**src/rtl/clock_time_ctrl_if.sv**
```systemverilog
// Command/status bundle between the clock controller and its surroundings
// (debounced buttons, 1 Hz tick, the three time counters and the display).
interface clock_time_ctrl_if;
  logic       tick_1hz;
  logic       btn_mode;
  logic       btn_up;
  logic       btn_down;
  logic       sec_done_inc;
  logic       min_done_inc;
  logic       hour_done_inc;
  logic       sec_inc;
  logic       sec_dec;
  logic       sec_en;
  logic       min_inc;
  logic       min_dec;
  logic       min_en;
  logic       hour_inc;
  logic       hour_dec;
  logic       hour_en;
  logic [1:0] sel_field;
  logic       blink;
  logic       day_pulse;

  // Environment side: drives tick, buttons and counter feedback
  modport master (
    output tick_1hz, btn_mode, btn_up, btn_down,
    output sec_done_inc, min_done_inc, hour_done_inc,
    input  sec_inc, sec_dec, sec_en, min_inc, min_dec, min_en,
    input  hour_inc, hour_dec, hour_en, sel_field, blink, day_pulse
  );

  // Controller side
  modport slave (
    input  tick_1hz, btn_mode, btn_up, btn_down,
    input  sec_done_inc, min_done_inc, hour_done_inc,
    output sec_inc, sec_dec, sec_en, min_inc, min_dec, min_en,
    output hour_inc, hour_dec, hour_en, sel_field, blink, day_pulse
  );
endinterface

```
**src/rtl/clock_time_ctrl.sv**
```systemverilog
// Sequencing controller for the sec/min/hour wrap-around counters:
// carry-cascaded counting in RUN, single-field adjust with no carry in SET_x.
module clock_time_ctrl #(
  parameter int unsigned TIMEOUT_TICKS = 10,
  parameter int unsigned TO_W          = 4
) (
  input  logic              i_clk,
  input  logic              i_reset,
  clock_time_ctrl_if.slave  io_ctl
);

  localparam logic [1:0] ST_RUN      = 2'b00;
  localparam logic [1:0] ST_SET_SEC  = 2'b01;
  localparam logic [1:0] ST_SET_MIN  = 2'b10;
  localparam logic [1:0] ST_SET_HOUR = 2'b11;

  localparam logic [TO_W-1:0] TO_LAST = TO_W'(TIMEOUT_TICKS - 1);

  logic [1:0]      r_state;
  logic [1:0]      w_state_nxt;
  logic [TO_W-1:0] r_to_cnt;
  logic [TO_W-1:0] w_to_nxt;
  logic            r_blink;
  logic            w_blink_nxt;

  logic w_run;
  logic w_set_ok;
  logic w_sec_inc;
  logic w_sec_dec;
  logic w_min_inc;
  logic w_min_dec;
  logic w_hour_inc;
  logic w_hour_dec;

  // State, timeout counter and blink phase registers
  always_ff @(posedge i_clk) begin
    if (i_reset) begin
      r_state  <= ST_RUN;
      r_to_cnt <= '0;
      r_blink  <= 1'b1;
    end else begin
      r_state  <= w_state_nxt;
      r_to_cnt <= w_to_nxt;
      r_blink  <= w_blink_nxt;
    end
  end

  // Mode stepping, inactivity timeout and blink phase
  always_comb begin
    w_state_nxt = r_state;
    w_to_nxt    = r_to_cnt;
    w_blink_nxt = r_blink;
    if (r_state == ST_RUN) begin
      w_to_nxt    = '0;
      w_blink_nxt = 1'b1;
      if (io_ctl.btn_mode) begin
        w_state_nxt = ST_SET_SEC;
      end
    end else begin
      if (io_ctl.btn_mode) begin
        w_state_nxt = (r_state == ST_SET_HOUR) ? ST_RUN : r_state + 2'd1;
        w_to_nxt    = '0;
      end else if (io_ctl.btn_up || io_ctl.btn_down) begin
        w_to_nxt = '0;
      end else if (io_ctl.tick_1hz) begin
        if (r_to_cnt == TO_LAST) begin
          w_state_nxt = ST_RUN;
          w_to_nxt    = '0;
        end else begin
          w_to_nxt = r_to_cnt + TO_W'(1);
        end
      end
      if (w_state_nxt != r_state) begin
        w_blink_nxt = 1'b1;
      end else if (io_ctl.tick_1hz) begin
        w_blink_nxt = ~r_blink;
      end
    end
  end

  // Command decode: kept as separate terms so each counter's done_inc
  // feedback only reaches the next field's command, never its own
  assign w_run    = !i_reset && (r_state == ST_RUN);
  assign w_set_ok = !i_reset && !io_ctl.btn_mode && (io_ctl.btn_up ^ io_ctl.btn_down);

  assign w_sec_inc  = (w_run && io_ctl.tick_1hz)
                    || (w_set_ok && (r_state == ST_SET_SEC) && io_ctl.btn_up);
  assign w_sec_dec  = w_set_ok && (r_state == ST_SET_SEC) && io_ctl.btn_down;
  assign w_min_inc  = (w_run && w_sec_inc && io_ctl.sec_done_inc)
                    || (w_set_ok && (r_state == ST_SET_MIN) && io_ctl.btn_up);
  assign w_min_dec  = w_set_ok && (r_state == ST_SET_MIN) && io_ctl.btn_down;
  assign w_hour_inc = (w_run && w_min_inc && io_ctl.min_done_inc)
                    || (w_set_ok && (r_state == ST_SET_HOUR) && io_ctl.btn_up);
  assign w_hour_dec = w_set_ok && (r_state == ST_SET_HOUR) && io_ctl.btn_down;

  assign io_ctl.sec_inc   = w_sec_inc;
  assign io_ctl.sec_dec   = w_sec_dec;
  assign io_ctl.sec_en    = w_sec_inc || w_sec_dec;
  assign io_ctl.min_inc   = w_min_inc;
  assign io_ctl.min_dec   = w_min_dec;
  assign io_ctl.min_en    = w_min_inc || w_min_dec;
  assign io_ctl.hour_inc  = w_hour_inc;
  assign io_ctl.hour_dec  = w_hour_dec;
  assign io_ctl.hour_en   = w_hour_inc || w_hour_dec;
  assign io_ctl.day_pulse = w_run && w_hour_inc && io_ctl.hour_done_inc;
  assign io_ctl.sel_field = r_state;
  assign io_ctl.blink     = r_blink;

endmodule

```
**src/flat_wrapper.sv**
```systemverilog
// flat-port wrapper written by rule: the top's interface ports become plain ports
module clock_time_ctrl_flat 
#(
  parameter int unsigned TIMEOUT_TICKS = 10,
  parameter int unsigned TO_W          = 4
)
  (i_clk, i_reset, io_ctl_tick_1hz, io_ctl_btn_mode, io_ctl_btn_up, io_ctl_btn_down, io_ctl_sec_done_inc, io_ctl_min_done_inc, io_ctl_hour_done_inc, io_ctl_sec_inc, io_ctl_sec_dec, io_ctl_sec_en, io_ctl_min_inc, io_ctl_min_dec, io_ctl_min_en, io_ctl_hour_inc, io_ctl_hour_dec, io_ctl_hour_en, io_ctl_sel_field, io_ctl_blink, io_ctl_day_pulse);
  clock_time_ctrl_if io_ctl_i ();
  input  logic i_clk;
  input  logic i_reset;
  input wire logic [$bits(io_ctl_i.tick_1hz)-1:0] io_ctl_tick_1hz;
  input wire logic [$bits(io_ctl_i.btn_mode)-1:0] io_ctl_btn_mode;
  input wire logic [$bits(io_ctl_i.btn_up)-1:0] io_ctl_btn_up;
  input wire logic [$bits(io_ctl_i.btn_down)-1:0] io_ctl_btn_down;
  input wire logic [$bits(io_ctl_i.sec_done_inc)-1:0] io_ctl_sec_done_inc;
  input wire logic [$bits(io_ctl_i.min_done_inc)-1:0] io_ctl_min_done_inc;
  input wire logic [$bits(io_ctl_i.hour_done_inc)-1:0] io_ctl_hour_done_inc;
  output wire logic [$bits(io_ctl_i.sec_inc)-1:0] io_ctl_sec_inc;
  output wire logic [$bits(io_ctl_i.sec_dec)-1:0] io_ctl_sec_dec;
  output wire logic [$bits(io_ctl_i.sec_en)-1:0] io_ctl_sec_en;
  output wire logic [$bits(io_ctl_i.min_inc)-1:0] io_ctl_min_inc;
  output wire logic [$bits(io_ctl_i.min_dec)-1:0] io_ctl_min_dec;
  output wire logic [$bits(io_ctl_i.min_en)-1:0] io_ctl_min_en;
  output wire logic [$bits(io_ctl_i.hour_inc)-1:0] io_ctl_hour_inc;
  output wire logic [$bits(io_ctl_i.hour_dec)-1:0] io_ctl_hour_dec;
  output wire logic [$bits(io_ctl_i.hour_en)-1:0] io_ctl_hour_en;
  output wire logic [$bits(io_ctl_i.sel_field)-1:0] io_ctl_sel_field;
  output wire logic [$bits(io_ctl_i.blink)-1:0] io_ctl_blink;
  output wire logic [$bits(io_ctl_i.day_pulse)-1:0] io_ctl_day_pulse;
  assign io_ctl_i.tick_1hz = io_ctl_tick_1hz;
  assign io_ctl_i.btn_mode = io_ctl_btn_mode;
  assign io_ctl_i.btn_up = io_ctl_btn_up;
  assign io_ctl_i.btn_down = io_ctl_btn_down;
  assign io_ctl_i.sec_done_inc = io_ctl_sec_done_inc;
  assign io_ctl_i.min_done_inc = io_ctl_min_done_inc;
  assign io_ctl_i.hour_done_inc = io_ctl_hour_done_inc;
  assign io_ctl_sec_inc = io_ctl_i.sec_inc;
  assign io_ctl_sec_dec = io_ctl_i.sec_dec;
  assign io_ctl_sec_en = io_ctl_i.sec_en;
  assign io_ctl_min_inc = io_ctl_i.min_inc;
  assign io_ctl_min_dec = io_ctl_i.min_dec;
  assign io_ctl_min_en = io_ctl_i.min_en;
  assign io_ctl_hour_inc = io_ctl_i.hour_inc;
  assign io_ctl_hour_dec = io_ctl_i.hour_dec;
  assign io_ctl_hour_en = io_ctl_i.hour_en;
  assign io_ctl_sel_field = io_ctl_i.sel_field;
  assign io_ctl_blink = io_ctl_i.blink;
  assign io_ctl_day_pulse = io_ctl_i.day_pulse;
  clock_time_ctrl #(.TIMEOUT_TICKS(TIMEOUT_TICKS), .TO_W(TO_W)) u_core (.i_clk(i_clk), .i_reset(i_reset), .io_ctl(io_ctl_i));
endmodule
```
**config.mk**
```make
export PLATFORM = sky130hd
export DESIGN_NAME = clock_time_ctrl_flat
export DESIGN_NICKNAME = d
export VERILOG_FILES = /design/src/rtl/clock_time_ctrl_if.sv /design/src/rtl/clock_time_ctrl.sv /design/src/flat_wrapper.sv
export SDC_FILE = /design/constraint.sdc
export NUM_CORES = 1
export LEC_CHECK = 0
export ABC_AREA = 1
export CAP_MARGIN = 15
export CORE_MARGIN = 1
export CORE_UTILIZATION = 37
export CTS_CLUSTER_SIZE = 8
export DETAILED_ROUTE_END_ITERATION = 6
export PLACE_DENSITY = 0.72
export SLEW_MARGIN = 25
export SYNTH_ARGS = -nofsm -noshare
export SYNTH_HDL_FRONTEND = slang
export SYNTH_SLANG_ARGS = --single-unit
```
**constraint.sdc**
```tcl
create_clock -name i_clk -period 1.6 [get_ports i_clk]
set_input_delay 0.32 -clock i_clk [delete_from_list [all_inputs] [get_ports i_clk]]
set_output_delay 0.32 -clock i_clk [all_outputs]
set_load 0.02 [all_outputs]
```
==> metrics.md, run 1 <==
| Metric | Value |
|---|---|
| Post-DR wirelength/cell | 18.41 µm |
| CTS tree | done |
| Met2 Usage GRT | 50.78% |
| Final Max Tran Viols | 0 |
| Delay-heaviest family, CP | simple AND/OR/NAND/NOR gates |
| H-tree Lvls | 1 |
| IO Port Bufs | 21 |
| Primary FF master, synth | dfxtp_1 |
| DRC viols | 0 |
| Largest net degree at the start of global routing | 8 |
| Layout cell share with drive strength beyond 1 | 57.75% |
| Die height | 41.01 µm |
| Initial antenna violation count | 0 |
| EDFF count, synth | 0 |
| Internal reg-to-reg setup slack | -0.04 ns |
| CTS sink cnt | 7 |
| Simple-gate share of the synthesized area | 44.89% |
| Met1 usage in global routing | 32.47% |
| Root buf cell | clkbuf_4 |
| Adder-cell share of the synthesized area | 11.11% |
| CTS Buf Count | 3 |
| XOR/XNOR Fraction of Synth Area | 1.556% |
| Critical path class | register to output port |
| CTS Buffer Depth | 2 |
| Clock latency at the later pin of the worst-skew pair | 0.26 ns |
| WHS Endpoint | u_core.r_to_cnt[0]$_SDFFE_PP0P_ |
| Slew @ Worst Pin | 0.2882 ns |
| Mapped Avg Cell Area | 6.547 µm² |
| Area growth from synthesis to layout | 121.3% |
| First-pass GRT wire length | 3174 µm |
| Rows | 13 |
| Slew headroom | 80.64% |
| Final period util | 120.6% |
| Placed Area | 1012 µm² |
| Tmin final | 1.930 ns |
| Cell Area, Synth | 563.0 µm² |
| M3 GR Usage | 10.87% |
| Clock skew | 0.01011 ns |
| Multiplexer share of the synthesized area | 0% |
| Startpoint Class | register |
| Hold Vio Cnt, Final | 0 |
| Diodes inserted | 0 |
| Worst EP required | 1.28 ns |
| Top cell type's share of synthesized area | 24.89% |
| DR vias/cell | 5.650 |
| GRT Overall Usage | 30.61% |
| Max VDD drop | 0.0008769 V |
| CTS Hold Bufs | 0 |
| Most Crowded Layer GR | met2 |
| FMAX | 0.5182 GHz |
| I/O pins | 22 |
| Outcome | finished, violations left |
| Max capacitance violation total | 0 |
| Filler cells | 52 |
| Main combinational cell family by area after synthesis | simple AND/OR/NAND/NOR gates |
| RSZ-0062 raised after global routing | true |
| Min-Delay Path Class | register to register |
| WP buf/inv | 3 |
| Vias in the first global route | 701 |
| Largest cells by area after synthesis | dfxtp_1 25%, ha_1 11%, nand3_1 8.9%, nand2_1 8.7%, inv_1 8.0% |
| Sequential-to-total area share from yosys stat | 24.89% |
| Grt total ovfl | 0 |
| Hold Crit Start | u_core.r_to_cnt[0]$_SDFFE_PP0P_ |
| Syn_nets | 100 |
| Worst hold slack | 0.4906 ns |
| Die ar. | 1682 µm² |
| FF-to-FF path depth | 9 |
| Cells after Synth | 86 |
| Post-synthesis compound-gate area fraction | 7.556% |
| Starting Density | 41.71% |
| Cell Chain, Critical Path | inv_4 -> ha_4 -> inv_4 -> nor2_4 -> nand2_2 -> nand2_4 -> nand2_4 -> nand2_4 -> nand2_4 -> a21oi_4 -> buf_6 |
| WP data arrival | 1.61 ns |
| Ys async rst share | 0% |
| Post-route ant nets | 0 |
| DP HPWL | 1309 µm |
| RR Endpoint | u_core.r_to_cnt[3]$_SDFFE_PP0P_ |
| CP max stage delay | 0.35 ns |
| Post-route cell area | 1246 µm² |
| Leakage power | 0.6123 nW |
| Synth area leader | dfxtp_1 |
| 1st-pass router iterations | 4 |
| Horiz. Die Dim | 41.01 µm |
| Final Wtd Congestion | 0.7377 |
| Failing checks | negative setup slack |
| DR iter-0 viols | 48 |
| Setup-failing EPs final | 11 |
| Routed wire length | 2890 µm |
| Via count | 887 |
| Worst Hold Path Cells | 2 |
| Critical path capture point type | output port |
| Synth cell types | 21 |
| Worst-path clk slew | 0.06 ns |
| Power per cell area | 563.2 nW/µm² |
| Core Region | 1350 µm² |
| CP max FO | 3 |
| Slowest CP cell | dfxtp_4 |
| Setup ws final | -0.3297 ns |
| #FFs+latches synth | 7 |
| Worst r2r src | u_core.io_ctl.sel_field[0]$_SDFFE_PP0P_ |
| Most used cell, CP | nand2_4 |
| Warnings from Yosys | 0 |
| Nets | 157 |
[cells in the final DEF (no fill, tap or decap), types with 5 or more instances in the layout]
cell type | netlist | routed
dfxtp_1 | 7 | 5
nand3_1 | 10 | 7
inv_1 | 12 | 6
nor2_1 | 9 | 6
nand2_4 | 0 | 5
nand2_1 | 13 | 11
clkdlybuf4s50_1 | 0 | 5
inv_4 | 0 | 5
buf_4 | 0 | 26
buf_6 | 0 | 14
[through the flow]
stage               setup slack (ns)  instances  total power [mW]  TNS (ns)  util [%]
floorplan                    -0.1271         86            0.3063   -0.4232         -
global placement              -1.114        141            0.4266    -9.655     74.98
detailed placement            -1.147        141            0.4309    -9.918     74.98
CTS                          -0.2808        153            0.6471    -1.582     87.77
global route                 -0.4244        157            0.7390    -2.947     92.31
finish                       -0.3297        157            0.7018    -2.163     92.31
[kinds of logic (layout without fill, tap and decap cells)]
family                     count (synthesis)  count (layout)
and+or+nand+nor                           51              51
buffers and inverters                     15              71
AOI/OAI and AO/OA                          7               7
DFF                                        7               7
adders and majority gates                  5               5
xor gates and xnor gates                   1               1
[layer usage]
layer / vias to the layer above / part of all wire, %
met5: - / 0
met4: 0 / 6.3
met3: 26 / 8.0
met2: 70 / 49
met1: 396 / 37
li1: 395 / -
[registers in the layout (all words and copies together), names as in the netlist]
signal and cells:
u_core.r_to_cnt 4, u_core.io_ctl.sel_field 2, u_core.io_ctl.blink 1
[layout make-up]
class	count	area (µm²)	share of cell area [%]
inverter	15	68.82	5.522
sequential	7	147.6	11.85
clock buffer	4	26.28	2.108
tap	15	18.77	1.506
multi-input combinational	64	511.7	41.06
timing repair buffer	52	473.0	37.95
[tightest hold or removal path: cells and delay by family, from the launching register on]
family | cells | cell delay [ns]
flops | 1 | 0.31
simple gates | 2 | 0.14
[synth_stat cells (all sizes together), types with 2 or more instances]
master  count
or2         2
dfxtp       7
nand2      18
nor2       13
nor3        3
inv        15
nand4       2
nand3      11
ha          5
a21oi       4
[report_power, final]
part           total (mW)  internal (mW)  switching, mW
Clock               0.165         0.0955         0.0696
Combinational       0.347          0.176          0.171
Sequential          0.190          0.181        0.00871
Total               0.702          0.453          0.249
[how the worst max path moves through the flow]
stage / startpoint / end / slack [ns] / cells past startpoint
finish: u_core.io_ctl.sel_field[1]$_SDFFE_PP0P_ / io_ctl_day_pulse / -0.33 / 11
global route: u_core.io_ctl.sel_field[1]$_SDFFE_PP0P_ / io_ctl_day_pulse / -0.42 / 11
CTS: u_core.io_ctl.sel_field[0]$_SDFFE_PP0P_ / io_ctl_day_pulse / -0.28 / 11
detailed placement: io_ctl_btn_up / io_ctl_day_pulse / -1.15 / 10
global placement: io_ctl_btn_down / io_ctl_day_pulse / -1.11 / 10
floorplan: io_ctl_btn_down / io_ctl_day_pulse / -0.13 / 8
[repair_timing]
action,CTS,global route
pin swaps,15,4
gates resized for setup,95,7
cloned,0,0
endpoints found under the setup margin,12,10
buffers inserted,8,4
No activity file was read; power rests on OpenSTA's default activity.
==> inputs of run 2 (changes only) <==
--- a/config.mk
+++ b/config.mk
@@ -7,11 +7,11 @@
 export LEC_CHECK = 0
 export ABC_AREA = 1
 export CAP_MARGIN = 15
-export CORE_MARGIN = 1
+export CORE_MARGIN = 2
 export CORE_UTILIZATION = 37
 export CTS_CLUSTER_SIZE = 8
 export DETAILED_ROUTE_END_ITERATION = 6
-export PLACE_DENSITY = 0.72
+export PLACE_DENSITY = 0.69
 export SLEW_MARGIN = 25
 export SYNTH_ARGS = -nofsm -noshare
 export SYNTH_HDL_FRONTEND = slang
==> run 2 against run 1 <==
  * The run still ends with negative setup slack left
  * Non-clock buffer count decreased by 3
  * Routed wire length decreased by 25%
  * Critical endpoint unchanged
  * Fmax increased by 0.19%
==> metrics.md, run 2 (synthesized netlist as in run 1, its figures left out) <==
| Metric | Value |
|---|---|
| CTS sink cnt | 7 |
| DP HPWL | 1383 µm |
| Max capacitance violation total | 0 |
| Setup ws final | -0.3261 ns |
| 1st-pass router iterations | 4 |
| CP max stage delay | 0.35 ns |
| Reg with most FFs | u_core.r_to_cnt |
| Via count | 779 |
| GRT Overall Usage | 25.72% |
| Nets | 154 |
| Worst-path clk slew | 0.05 ns |
| Cell Chain, Critical Path | inv_4 -> ha_4 -> inv_4 -> nor2_4 -> inv_2 -> nor2_4 -> nand2_4 -> nand2_4 -> nand2_4 -> a21oi_4 -> buf_6 |
| Diodes inserted | 0 |
| Final Util | 82.06% |
| RSZ-0062 raised after global routing | true |
| Horiz. Die Dim | 43.01 µm |
| Routed wire length | 2179 µm |
| WP data arrival | 1.61 ns |
| Most used cell, CP | nand2_4 |
| Area of the multi-input gates | 496.7 µm² |
| Leading cell type in the layout, fill and taps excluded | buf_4 |
| Setup-failing EPs final | 10 |
| Register area | 147.6 µm² |
| Worst EP required | 1.28 ns |
| CTS Buf Count | 3 |
| DR vias/cell | 5.026 |
| FMAX | 0.5192 GHz |
| Hold Vio Cnt, Final | 0 |
| IO Port Bufs | 21 |
| DRC viols | 0 |
| Pwr Total | 0.6570 mW |
| Slew @ Worst Pin | 0.2389 ns |
| Critical path capture point type | output port |
| Final period util | 120.4% |
| H-tree Lvls | 1 |
| Clock latency at the later pin of the worst-skew pair | 0.25 ns |
| CTS Buffer Depth | 2 |
| Final Max Tran Viols | 0 |
| Startpoint Class | register |
| Most frequent cells in the layout | 24 x buf_4, 13 x buf_6, 10 x nand2_1, 9 x nand3_1, 7 x inv_1 |
| Power per cell area | 544.2 nW/µm² |
| Critical path class | register to output port |
| Root buf cell | clkbuf_4 |
| Post-DR wirelength/cell | 14.06 µm |
| First-pass GRT wire length | 3525 µm |
| Grt total ovfl | 0 |
| Starting Density | 38.27% |
| Vias in the first global route | 778 |
| CP max FO | 3 |
| Max reg flops | 4 |
| DR iter-0 viols | 21 |
| Filler cells | 103 |
| Core Region | 1471 µm² |
| Die height | 43.01 µm |
| Max VDD drop | 0.0006445 V |
| Post-route ant nets | 0 |
| Final Wtd Congestion | 0.8735 |
| Leakage power | 0.6128 nW |
| Slowest CP cell | dfxtp_4 |
| Layout cell share with drive strength beyond 1 | 55.40% |
| Clock skew | 0.0001626 ns |
| Rows | 14 |
| I/O pins | 22 |
| Slew headroom | 83.95% |
| Die ar. | 1850 µm² |
| Outcome | finished, violations left |
| Initial antenna violation count | 0 |
| Min-Delay Path Class | register to register |
| CTS tree | done |
| Area growth from synthesis to layout | 114.4% |
| Tmin final | 1.926 ns |
| Failing checks | negative setup slack |
| Largest net degree at the start of global routing | 8 |
-- run 2: layout make-up --
class	instances	area share (%)
clock buffer	4	2.176
inverter	15	5.699
multi-input combinational	64	41.14
sequential	7	12.23
tap	16	1.658
timing repair buffer	49	37.10
-- run 2: path summary, 6_finish.rpt --
check | startpoint | to | slack, ns | cells after the start
setup / recovery | u_core.io_ctl.sel_field[1]$_SDFFE_PP0P_ | io_ctl_day_pulse | -0.33 | 11
hold reg to reg | u_core.r_to_cnt[3]$_SDFFE_PP0P_ | u_core.r_to_cnt[3]$_SDFFE_PP0P_ | 0.46 | 1
setup reg to reg | u_core.io_ctl.sel_field[0]$_SDFFE_PP0P_ | u_core.io_ctl.blink$_SDFFE_PP1P_ | 0.20 | 8
hold / removal | u_core.r_to_cnt[3]$_SDFFE_PP0P_ | u_core.r_to_cnt[3]$_SDFFE_PP0P_ | 0.46 | 1
-- run 2: layer usage --
metal,GRT usage (%),wire length (µm)
met1,31.78,894
met2,43.33,1152
met3,8.511,110
met4,5.455,22
met5,0,0
-- run 2: metrics by stage --
| stage | setup TNS, ns | worst slack (ns) | hold WS, ns | cells | area (µm²) |
|---|---|---|---|---|---|
| 6_report | -2.229 | -0.3261 | 0.4617 | 155 | 1207 |
| 5_1_grt | -2.840 | -0.3990 | 0.4824 | 155 | 1207 |
| 4_1_cts | -1.702 | -0.2890 | 0.4611 | 152 | 1137 |
| 3_5_place_dp | -9.980 | -1.140 | 0.4535 | 141 | 1006 |
| 3_3_place_gp | -9.756 | -1.123 | 0.4432 | 141 | 1006 |
| 2_1_floorplan | -0.4232 | -0.1271 | 0.4281 | 86 | 640.6 |
-- run 2: timing repair --
item,CTS,global route
hold buffers,0,0
endpoints found under the setup margin,12,10
resized for setup,88,12
pin swaps,12,6
setup buffers,7,5
-- run 2: where the power goes --
part / total [mW] / switching [mW] / leakage [nW] / internal, mW
combinational: 0.306 / 0.146 / 0.540 / 0.160
clock: 0.161 / 0.0658 / 0.0150 / 0.0952
sequential: 0.190 / 0.00838 / 0.0581 / 0.181
total: 0.657 / 0.220 / 0.613 / 0.437
-- run 2: critical path, delay by kind of cell, from the launching register on --
kind	cells	cell delay, ns
DFF	1	0.35
and+or+nand+nor	5	0.42
AOI/OAI and AO/OA	1	0.13
buffers and inverters	4	0.30
adders and majority gates	1	0.14
==> inputs of run 3 (changes only) <==
--- a/config.mk
+++ b/config.mk
@@ -11,6 +11,8 @@
 export CORE_UTILIZATION = 37
 export CTS_CLUSTER_SIZE = 8
 export DETAILED_ROUTE_END_ITERATION = 6
+export GPL_ROUTABILITY_DRIVEN = 0
+export GPL_TIMING_DRIVEN = 0
 export PLACE_DENSITY = 0.69
 export SLEW_MARGIN = 25
 export SYNTH_ARGS = -nofsm -noshare
==> run 3 against run 2 <==
  * The flow still finishes with violations (negative setup slack)
  * Cell count shrank 6.5%
  * Count of clock-buffer cells in the layout stayed put
  * Worst setup slack lost 0.0071 ns
  * Clock skew grew 0.012 ns
  * First-iteration DRC count increased by 33%
  * Global-route usage down 6.6 points
  * Critical path depth shrank 2
  * Worst hold slack worse by 0.047 ns
  * Sequential share of layout area rose by 1.3 points
  * Clock power about the same
  * Cell area fell by 9.8%
  * Critical path type unchanged
  * Largest cell class unchanged
==> metrics.md, run 3 (synthesized netlist as in run 1, its figures left out) <==
| Metric | Value |
|---|---|
| Horiz. Die Dim | 43.01 µm |
| Max VDD drop | 0.0007192 V |
| Leading cell type in the layout, fill and taps excluded | buf_4 |
| Die height | 43.01 µm |
| DR iter-0 viols | 28 |
| Final Max Tran Viols | 0 |
| Nets | 144 |
| 1st-pass router iterations | 4 |
| Worst EP required | 1.28 ns |
| Slew headroom | 80.80% |
| CP max stage delay | 0.35 ns |
| Delay-heaviest family, CP | simple AND/OR/NAND/NOR gates |
| Most used cell, CP | nand2_4 |
| FF-to-FF path depth | 8 |
| Max reg flops | 4 |
| Final Util | 73.98% |
| CTS Buf Count | 3 |
| Area growth from synthesis to layout | 93.33% |
| Die ar. | 1850 µm² |
| Setup ws final | -0.3332 ns |
| Worst-path clk slew | 0.04 ns |
| Vias in the first global route | 625 |
| Min-Delay Path Class | input port to register |
| Non-filler cells in the finished layout | 145 |
| Layout cell share with drive strength beyond 1 | 52.71% |
| Setup Slack @ Placement | -1.223 ns |
| Clock skew | 0.01231 ns |
| Hold Vio Cnt, Final | 0 |
| Power per cell area | 576.0 nW/µm² |
| WP buf/inv | 2 |
| IO Port Bufs | 21 |
| Setup-failing EPs final | 8 |
| DRC viols | 0 |
| Slowest CP cell | dfxtp_4 |
| Via count | 733 |
| FMAX | 0.5173 GHz |
| Leakage power | 0.5342 nW |
| Int Power | 0.4120 mW |
| Post-DR wirelength/cell | 13.06 µm |
| Diodes inserted | 0 |
| Worst hold slack | 0.4147 ns |
| I/O pins | 22 |
| CTS Hold Bufs | 0 |
| Worst Hold Path Cells | 4 |
| Failing checks | negative setup slack |
| H-tree Lvls | 1 |
| Critical path capture point type | output port |
| Max capacitance violation total | 0 |
| CP max FO | 3 |
| Startpoint Class | register |
| WP data arrival | 1.61 ns |
| Rows | 14 |
| GRT Overall Usage | 19.13% |
| Most frequent cells in the layout | 20 x buf_4, 11 x nand2_1, 9 x buf_6, 8 x nand3_1, 7 x inv_1 |
| CTS tree | done |
| Initial antenna violation count | 0 |
| Outcome | finished, violations left |
| Comb pwr share | 43.8% |
| Critical path class | register to output port |
| Share of power burned in registers | 30.3% |
| First-pass GRT wire length | 2642 µm |
| Clock network fraction of total power | 25.9% |
| CP Depth | 9 |
| DP HPWL | 1072 µm |
| CTS sink cnt | 7 |
| RSZ-0062 raised after global routing | true |
| Root buf cell | clkbuf_4 |
| Final period util | 120.8% |
| Starting Density | 38.27% |
| Grt total ovfl | 0 |
| DR vias/cell | 5.055 |
| CTS Buffer Depth | 2 |
| Tmin final | 1.933 ns |
| Largest net degree at the start of global routing | 8 |
| Cell Chain, Critical Path | inv_4 -> ha_1 -> nand4_1 -> nand2_4 -> nand2_2 -> nand2_4 -> nand2_4 -> a21oi_4 -> buf_6 |
| Core Region | 1471 µm² |
| NetSw | 0.2150 mW |
| Slew @ Worst Pin | 0.2859 ns |
| Clock latency at the later pin of the worst-skew pair | 0.26 ns |
| Reg with most FFs | u_core.r_to_cnt |
| Post-route ant nets | 0 |
| Routed wire length | 1894 µm |
| Placed cell count | 123 |
| Switching portion of total power | 34.29% |
run 3: layout make-up:
cell class / count / area [µm²]
multi-input combinational: 64 / 481.7
clock buffer: 4 / 26.28
inverter: 15 / 68.82
timing repair buffer: 39 / 344.1
sequential: 7 / 147.6
fill: 116 / 382.9
tap: 16 / 20.02
run 3: metal layers:
metal  track usage (%)  up-vias  part of all wire [%]
met5                 0        -                     0
met4             3.636        0                   1.3
met3             8.511        6                   5.3
met2             30.91       23                    51
met1             23.59      331                    42
li1                  -      373                     -
run 3: what timing repair did:
item | CTS | global route
setup buffers | 15 | 3
gates resized for setup | 73 | 25
endpoints found under the setup margin | 10 | 14
pin swaps | 8 | 2
gates cloned | 0 | 0
run 3: worst min-delay path, delay by kind of cell:
| kind | cells | cell delay [ns] |
|---|---|---|
| buffers and inverters | 2 | 0.18 |
| AND/OR/NAND/NOR | 2 | 0.12 |
run 3: worst paths after layout:
kind,from,to,slack (ns)
min reg2reg,u_core.r_to_cnt[3]$_SDFFE_PP0P_,u_core.r_to_cnt[3]$_SDFFE_PP0P_,0.47
max reg2reg,u_core.io_ctl.sel_field[0]$_SDFFE_PP0P_,u_core.io_ctl.blink$_SDFFE_PP1P_,0.12
max,u_core.io_ctl.sel_field[1]$_SDFFE_PP0P_,io_ctl_day_pulse,-0.33
min,i_reset,u_core.io_ctl.sel_field[1]$_SDFFE_PP0P_,0.41
run 3: through the flow:
stage	TNS [ns]	total power, mW	area, µm²
final	-1.550	0.6270	1089
after global routing	-2.178	0.6612	1089
after CTS	-1.719	0.5799	1015
after detailed placement	-10.58	0.3744	870.8
after global placement	-10.41	0.3741	870.8
after floorplan	-0.4232	0.3063	640.6
run 3: power by group through the flow:
stage                     combinational, mW  clock, mW  sequential, mW
final                                 0.275      0.162           0.190
after global routing                  0.292      0.178           0.191
after CTS                             0.225      0.165           0.190
after detailed placement              0.176          0           0.198
after global placement                0.176          0           0.198
after floorplan                       0.103          0           0.204
